$ cat src/rtl/xrv_mem_arb.sv
// Two-port memory arbiter (instruction fetch vs. execute load/store) in front of a single-port sync RAM.
// Fixed priority data-over-fetch by default; define XRV_ARB_RR_EN to build the round-robin variant.
module xrv_mem_arb #(
    parameter int ADDR_W = 16
) (
    input  logic              clk,
    input  logic              rstb,
    input  logic              i_req,
    input  logic [31:0]       i_addr,
    output logic              i_ready,
    output logic [31:0]       i_rd_data,
    input  logic              d_rd_req,
    input  logic              d_wr_req,
    input  logic [31:0]       d_addr,
    input  logic [3:0]        d_be,
    input  logic [31:0]       d_wr_data,
    output logic              d_rd_ready,
    output logic              d_wr_ready,
    output logic [31:0]       d_rd_data,
    output logic [ADDR_W-3:0] m_addr,
    output logic              m_rd_en,
    output logic              m_wr_en,
    output logic [3:0]        m_be,
    output logic [31:0]       m_wr_data,
    input  logic [31:0]       m_rd_data
);

    typedef enum logic [1:0] {S_IDLE, S_ISSUE, S_RESP} state_e;
    typedef enum logic [1:0] {G_FETCH, G_LOAD, G_STORE} grant_e;

    state_e            state_q;
    grant_e            grant_q;
    grant_e            win;
    logic              data_req;
    logic              any_req;
    logic [ADDR_W-3:0] win_addr;
    logic [ADDR_W-3:0] m_addr_q;
    logic [3:0]        m_be_q;
    logic [31:0]       m_wr_data_q;
    logic              m_rd_en_q;
    logic              m_wr_en_q;
    logic              i_ready_q;
    logic              d_rd_ready_q;
    logic              d_wr_ready_q;
    logic              unused_addr_bits;

    assign data_req = d_rd_req | d_wr_req;
    assign any_req  = data_req | i_req;

`ifdef XRV_ARB_RR_EN
    logic last_fetch_q;

    // NOTE: every always_comb output gets a default first, so no path can infer a latch.
    always_comb begin
        win = d_wr_req ? G_STORE : G_LOAD;
        if (i_req && (!data_req || !last_fetch_q))
            win = G_FETCH;
    end
`else
    always_comb begin
        win = d_wr_req ? G_STORE : G_LOAD;
        if (!data_req)
            win = G_FETCH;
    end
`endif

    assign win_addr = (win == G_FETCH) ? i_addr[ADDR_W-1:2] : d_addr[ADDR_W-1:2];

    // Address bits outside the RAM word range are deliberately ignored (address wraps).
    assign unused_addr_bits = ^{i_addr[31:ADDR_W], i_addr[1:0], d_addr[31:ADDR_W], d_addr[1:0]};

    always_ff @(posedge clk or negedge rstb) begin
        if (!rstb) begin
            state_q      <= S_IDLE;
            grant_q      <= G_FETCH;
            m_addr_q     <= '0;
            m_be_q       <= '0;
            m_wr_data_q  <= '0;
            m_rd_en_q    <= 1'b0;
            m_wr_en_q    <= 1'b0;
            i_ready_q    <= 1'b0;
            d_rd_ready_q <= 1'b0;
            d_wr_ready_q <= 1'b0;
`ifdef XRV_ARB_RR_EN
            last_fetch_q <= 1'b1;
`endif
        end else begin
            m_rd_en_q    <= 1'b0;
            m_wr_en_q    <= 1'b0;
            i_ready_q    <= 1'b0;
            d_rd_ready_q <= 1'b0;
            d_wr_ready_q <= 1'b0;
            case (state_q)
                S_IDLE: begin
                    if (any_req) begin
                        grant_q   <= win;
                        m_addr_q  <= win_addr;
                        m_be_q    <= (win == G_STORE) ? d_be : 4'hf;
                        if (win == G_STORE)
                            m_wr_data_q <= d_wr_data;
                        m_rd_en_q <= (win != G_STORE);
                        m_wr_en_q <= (win == G_STORE);
`ifdef XRV_ARB_RR_EN
                        last_fetch_q <= (win == G_FETCH);
`endif
                        state_q   <= S_ISSUE;
                    end
                end
                S_ISSUE: begin
                    i_ready_q    <= (grant_q == G_FETCH);
                    d_rd_ready_q <= (grant_q == G_LOAD);
                    d_wr_ready_q <= (grant_q == G_STORE);
                    state_q      <= S_RESP;
                end
                S_RESP:  state_q <= S_IDLE;
                default: state_q <= S_IDLE;
            endcase
        end
    end

    assign m_addr     = m_addr_q;
    assign m_be       = m_be_q;
    assign m_wr_data  = m_wr_data_q;
    assign m_rd_en    = m_rd_en_q;
    assign m_wr_en    = m_wr_en_q;
    assign i_ready    = i_ready_q;
    assign d_rd_ready = d_rd_ready_q;
    assign d_wr_ready = d_wr_ready_q;
    assign i_rd_data  = m_rd_data;
    assign d_rd_data  = m_rd_data;

endmodule

$ cat config.mk
export PLATFORM = sky130hd
export DESIGN_NAME = xrv_mem_arb
export DESIGN_NICKNAME = d
export VERILOG_FILES = /design/src/rtl/xrv_mem_arb.sv
export SDC_FILE = /design/constraint.sdc
export NUM_CORES = 1
export LEC_CHECK = 0
export BUFFER_PORTS_ARGS = -buffer_cell sky130_fd_sc_hd__buf_2
export CAP_MARGIN = 20
export CORE_MARGIN = 10
export CORE_UTILIZATION = 35
export CTS_CLUSTER_DIAMETER = 60
export DETAILED_ROUTE_END_ITERATION = 10
export PLACE_DENSITY = 0.76
export RECOVER_POWER = 100
export SLEW_MARGIN = 20
export SYNTH_ARGS = -nofsm -noshare
export SYNTH_HDL_FRONTEND = slang
export SYNTH_SLANG_ARGS = --single-unit
export TNS_END_PERCENT = 50
$ cat constraint.sdc
create_clock -name clk -period 4.8 [get_ports clk]
set_clock_uncertainty 0.2 [all_clocks]
set_input_delay 0.48 -clock clk [delete_from_list [all_inputs] [get_ports clk]]
set_output_delay 0.48 -clock clk [all_outputs]
set_load 0.01 [all_outputs]
==> results of run 1 <==
how the worst max path moves through the flow:
stage,startpoint,end,slack [ns]
3_3_place_gp,d_wr_req,m_addr[12]$_DFFE_PN0P_,2.62
2_1_floorplan,d_wr_req,m_addr[4]$_DFFE_PN0P_,3.06
5_1_grt,state_q[0]$_DFFE_PN0P_,m_wr_data[14]$_DFFE_PN0P_,2.14
3_5_place_dp,d_wr_req,m_wr_data[14]$_DFFE_PN0P_,2.55
4_1_cts,state_q[0]$_DFFE_PN0P_,m_wr_data[14]$_DFFE_PN0P_,2.55
6_report,state_q[0]$_DFFE_PN0P_,m_wr_data[6]$_DFFE_PN0P_,2.31
registers in the layout (all words and copies together) (netlist names), 2 cells and up:
register   cells
m_addr        14
m_be           4
grant_q        2
state_q        2
m_wr_data     32
report_power, final:
part	total, uW	internal (uW)	switching [uW]
Clock	495	315	180
Sequential	862	743	118
Combinational	733	349	384
Total	2090	1410	683
cells in the mapped netlist, types with 2 or more instances:
master | count | area [um2]
mux2_2 | 54 | 608
inv_2 | 2 | 7.51
nor2_1 | 2 | 7.51
a21o_1 | 2 | 15.0
nor3b_1 | 2 | 15.0
mux2_4 | 5 | 75.1
o22a_1 | 4 | 35.0
dfrtp_1 | 59 | 1480
buf_4 | 67 | 503
buf_6 | 2 | 22.5
metrics by stage:
stage / hold slack [ns] / instance area [um2] / instances / utilization
CTS: 0.117 / 3270 / 378 / 0.419
floorplan: -0.0156 / 2830 / 207 / -
global route: 0.159 / 3170 / 378 / 0.406
detailed placement: 0.268 / 3060 / 364 / 0.392
global placement: 0.260 / 3060 / 364 / 0.392
finish: 0.0848 / 3170 / 378 / 0.406
cells in the final DEF (no fill, tap or decap), drive strengths merged:
cell	count
a21o	2
buf	68
bufinv	2
clkbuf	68
dfrtp	59
inv	3
mux2	60
nand2	1
nand2b	1
nor2	3
nor3	1
nor3b	2
nor4b	1
o22a	4
o31ai	1
worst max-delay path: stages, from the launching register on:
cell	delay, ns
dfrtp_1	0.40
nor2_1	0.14
nand2_1	0.17
inv_1	1.01
mux2_2	0.43
metal layers:
layer  GRT usage  share of wire
met3      0.0632           0.13
met2       0.160           0.49
met5           0              0
met4      0.0539          0.026
met1       0.106           0.36
logic make-up after synthesis:
kind of cell / count (synthesis) / synth area share
buffers and inverters: 72 / 0.190
multiplexers: 60 / 0.245
flip-flops: 59 / 0.521
AND/OR/NAND/NOR: 9 / 0.0186
AO/OA/AOI/OAI: 7 / 0.0252
final cells by class:
class / instances / area (um2)
clock buffer: 12 / 155
clock inverter: 2 / 60.1
fill: 801 / 4640
inverter: 3 / 11.3
multi-input combinational: 76 / 786
sequential: 59 / 1480
tap: 102 / 128
timing repair buffer: 124 / 553
==> flow_summary.yaml, run 1 <==
sta:
  rsz0062_at_grt: "no"
  max_slew_margin: 0.111
  setup_violations: 0
  max_freq_mhz: 402
  worst_slew_pin_slew_ns: 1.33
  setup_tns_ns: 0
  fin_crit_sh: 0.518
  hold_viol_final: 0
  worst_slack_ns: 2.31
  fin_crit_ns: 2.49
  slew_violations: 0
cts:
  clk_path_buf_depth: 2
  cts_tree: "yes"
  hold_buffers: 0
  clkLatencyLatePin_ns: 0.33
  clockRootBuffer: "clkbuf_8"
  clk_pin_slew_ns: 0.06
  cts_made_buffers: 9
  cts_setup_buffers: 0
  cts_resized: 0
  cts_max_level: 3
  cts_sinks: 59
global_route:
  grt_first_pass_wirelength_um: 9670
  first_global_vias: 1899
  grt.total_usage: 0.103
  antenna_found_initial: 0
  grt_max_degree: 60
  grt-ovfl-total: 0
setup_path:
  crit_type: "reg2reg"
  r2r-end: "m_wr_data[6]$_DFFE_PN0P_"
  worstPathRequired_ns: 4.80
  cp-end-kind: "flip-flop"
  reg2reg_depth: 4
  timing.rr.start: "state_q[0]$_DFFE_PN0P_"
  start_kind: "flip-flop"
  r2r_setup_slack_ns: 2.31
  worstPathArrival_ns: 2.49
  path_max_fanout: 34
placed_design:
  place_ws_ns: 2.55
  io_buffers: 123
  dp_hpwl_um: 4790
  gp_congestion: 0.718
die:
  fp.coreArea_um2: 7810
  dieArea_um2: 12100
  fp.dieH_um: 110
  initial_core_util: 0.363
  io_pins: 256
  die_w_um: 110
  rows: 32
logic_synthesis:
  synth_ff_type: "dfrtp_1"
  ys_seq_area_frac: 0.521
  syn-mean-instance-area_um2: 13.7
  syn_inst: 207
  syn_nets: 344
  ys_seq_elements: 59
  synth_edf_count: 0
  ys_types: 18
  yosysWarnings: 0
  ys_async_sr_fraction: 1.00
  synthesis.area_um2: 2830
run:
  maxCapViolations: 0
power_and_ir_drop:
  finalPower_uw: 2090
  power_leakage_uw: 0.00143
  vdd_drop_max_uv: 257
  powerDensity_nw_per_um2: 659
outcome:
  status: "completed"
layout:
  finalNetCount: 410
  area_growth_syn_to_layout_pct: 11.9
  drive_gt1_frac: 0.493
  n_antenna_cell: 0
routing:
  ant_nets: 0
  viasPerCell: 4.47
  drt_iter0_drc: 35
  wl_per_cell_um: 16.6
  firstDrtPassIters: 4
  totalWireLength_um: 6260
  dr_total_vias: 1690
  drc: 0
worst_hold_path:
  hold_class: "in2async"
Power figures use the tool's default switching activity.
==> inputs of run 2 (changes only) <==
Clock period 4.8 ns to 2.5 ns, I/O delays scaled along.
==> flow_summary.yaml, run 2 (same netlist as run 1, synthesis figures left out) <==
outcome:
  status: "completed"
layout:
  area_growth_syn_to_layout_pct: 25.0
  final_common_cell: "buf_2"
  final_cell_mix: "buf_2 (67), dfrtp_1 (59), clkbuf_1 (56)"
  n_antenna_cell: 0
  largest_reg_flops: 32
  drive_gt1_frac: 0.451
  finalNetCount: 452
die:
  fp.coreArea_um2: 7810
  rows: 32
  die_w_um: 110
  initial_core_util: 0.363
  fp.dieH_um: 110
  io_pins: 256
  dieArea_um2: 12100
worst_hold_path:
  hold_class: "in2reg"
  whs_endpoint: "m_rd_en$_DFF_PN0_"
  hold_depth: 3
  hp-start: "i_req"
global_route:
  first_global_vias: 2129
  grt.total_usage: 0.118
  grt-ovfl-total: 0
  grt_first_pass_wirelength_um: 10800
  grt_max_degree: 34
  antenna_found_initial: 0
setup_path:
  path_max_fanout: 14
  worstPathRequired_ns: 2.51
  r2r-end: "m_wr_data[5]$_DFFE_PN0P_"
  reg2reg_depth: 5
  timing.rr.start: "state_q[0]$_DFFE_PN0P_"
  worstPathArrival_ns: 2.10
  crit_type: "in2reg"
  cp-end-kind: "flip-flop"
  start_kind: "input pin"
  r2r_setup_slack_ns: 0.62
  cp-startpoint: "d_wr_req"
sta:
  worst_slack_ns: 0.415
  fin_crit_ns: 2.09
  setup_tns_ns: 0
  slew_violations: 0
  worst_slew_pin_slew_ns: 0.825
  rsz0062_at_grt: "no"
  max_slew_margin: 0.450
  setup_violations: 0
  fin_crit_sh: 0.834
  hold_viol_final: 0
  max_freq_mhz: 480
placed_design:
  gp_congestion: 0.719
  place_ws_ns: 0.650
  dp_hpwl_um: 5070
  io_buffers: 123
routing:
  dr_total_vias: 1849
  ant_nets: 0
  drc: 0
  wl_per_cell_um: 16.4
  totalWireLength_um: 6890
  firstDrtPassIters: 4
  viasPerCell: 4.39
  drt_iter0_drc: 42
power_and_ir_drop:
  power_leakage_uw: 0.00157
  vdd_drop_max_uv: 500
  powerDensity_nw_per_um2: 1100
cts:
  clockRootBuffer: "clkbuf_8"
  cts_sinks: 59
  cts_made_buffers: 9
  cts_resized: 0
  cts_max_level: 3
  clk_path_buf_depth: 2
  clk_pin_slew_ns: 0.06
  cts_tree: "yes"
  clkLatencyLatePin_ns: 0.34
run:
  maxCapViolations: 0
[run 2: worst max path at each step]
stage                                      to  depth (start not counted)  slack [ns]
global placement        m_addr[6]$_DFFE_PN0P_                          4        0.67
finish                 m_addr[12]$_DFFE_PN0P_                          6        0.41
CTS                    m_addr[10]$_DFFE_PN0P_                          5        0.61
detailed placement      m_addr[4]$_DFFE_PN0P_                          4        0.65
global route        m_wr_data[16]$_DFFE_PN0P_                          3        0.29
floorplan            m_wr_data[0]$_DFFE_PN0P_                          5        0.82
[run 2: report_power, final]
group | internal [uW] | total, uW | switching (uW)
registers | 1430 | 1660 | 229
logic | 725 | 1500 | 775
clock network | 375 | 740 | 366
[run 2: what timing repair did]
| action | in CTS | in global routing |
|---|---|---|
| hold buffers | 38 | 0 |
| setup buffers | 0 | 0 |
| endpoints found under the hold margin | 63 | 0 |
| endpoints found under the setup margin | 0 | 0 |
[run 2: layout make-up]
class	count	area, um2
fillers	769	4270
inverters	3	11.3
clock inverters	5	30.0
flip-flops and latches	59	1480
repair buffers	166	956
clock buffers	10	138
well taps	102	128
multi-input cells	76	800
[run 2: metal layers]
metal,up-vias,GRT usage,wire length (um),part of all wire
met4,0,0.0567,196,0.028
met3,33,0.0755,935,0.14
met2,89,0.196,3580,0.52
met5,-,0,0,0
li1,848,-,-,-
met1,879,0.110,2180,0.32
[run 2: critical path, cell delays in order]
cell and delay [ns]:
dlygate4sd3_1 0.54, clkbuf_1 0.18, nor2_2 0.12, clkbuf_2 0.32
mux2_2 0.39, mux2_1 0.29
[run 2: through the flow]
stage | cells | total power [uW] | utilization | instance area [um2] | hold slack, ns
global route | 421 | 4210 | 0.453 | 3540 | 0.0178
finish | 421 | 3900 | 0.453 | 3540 | 0.0217
detailed placement | 368 | 3340 | 0.397 | 3100 | 0.120
floorplan | 207 | 2740 | - | 2830 | -0.246
CTS | 421 | 4160 | 0.467 | 3650 | 0.00470
global placement | 368 | 3270 | 0.397 | 3100 | 0.105
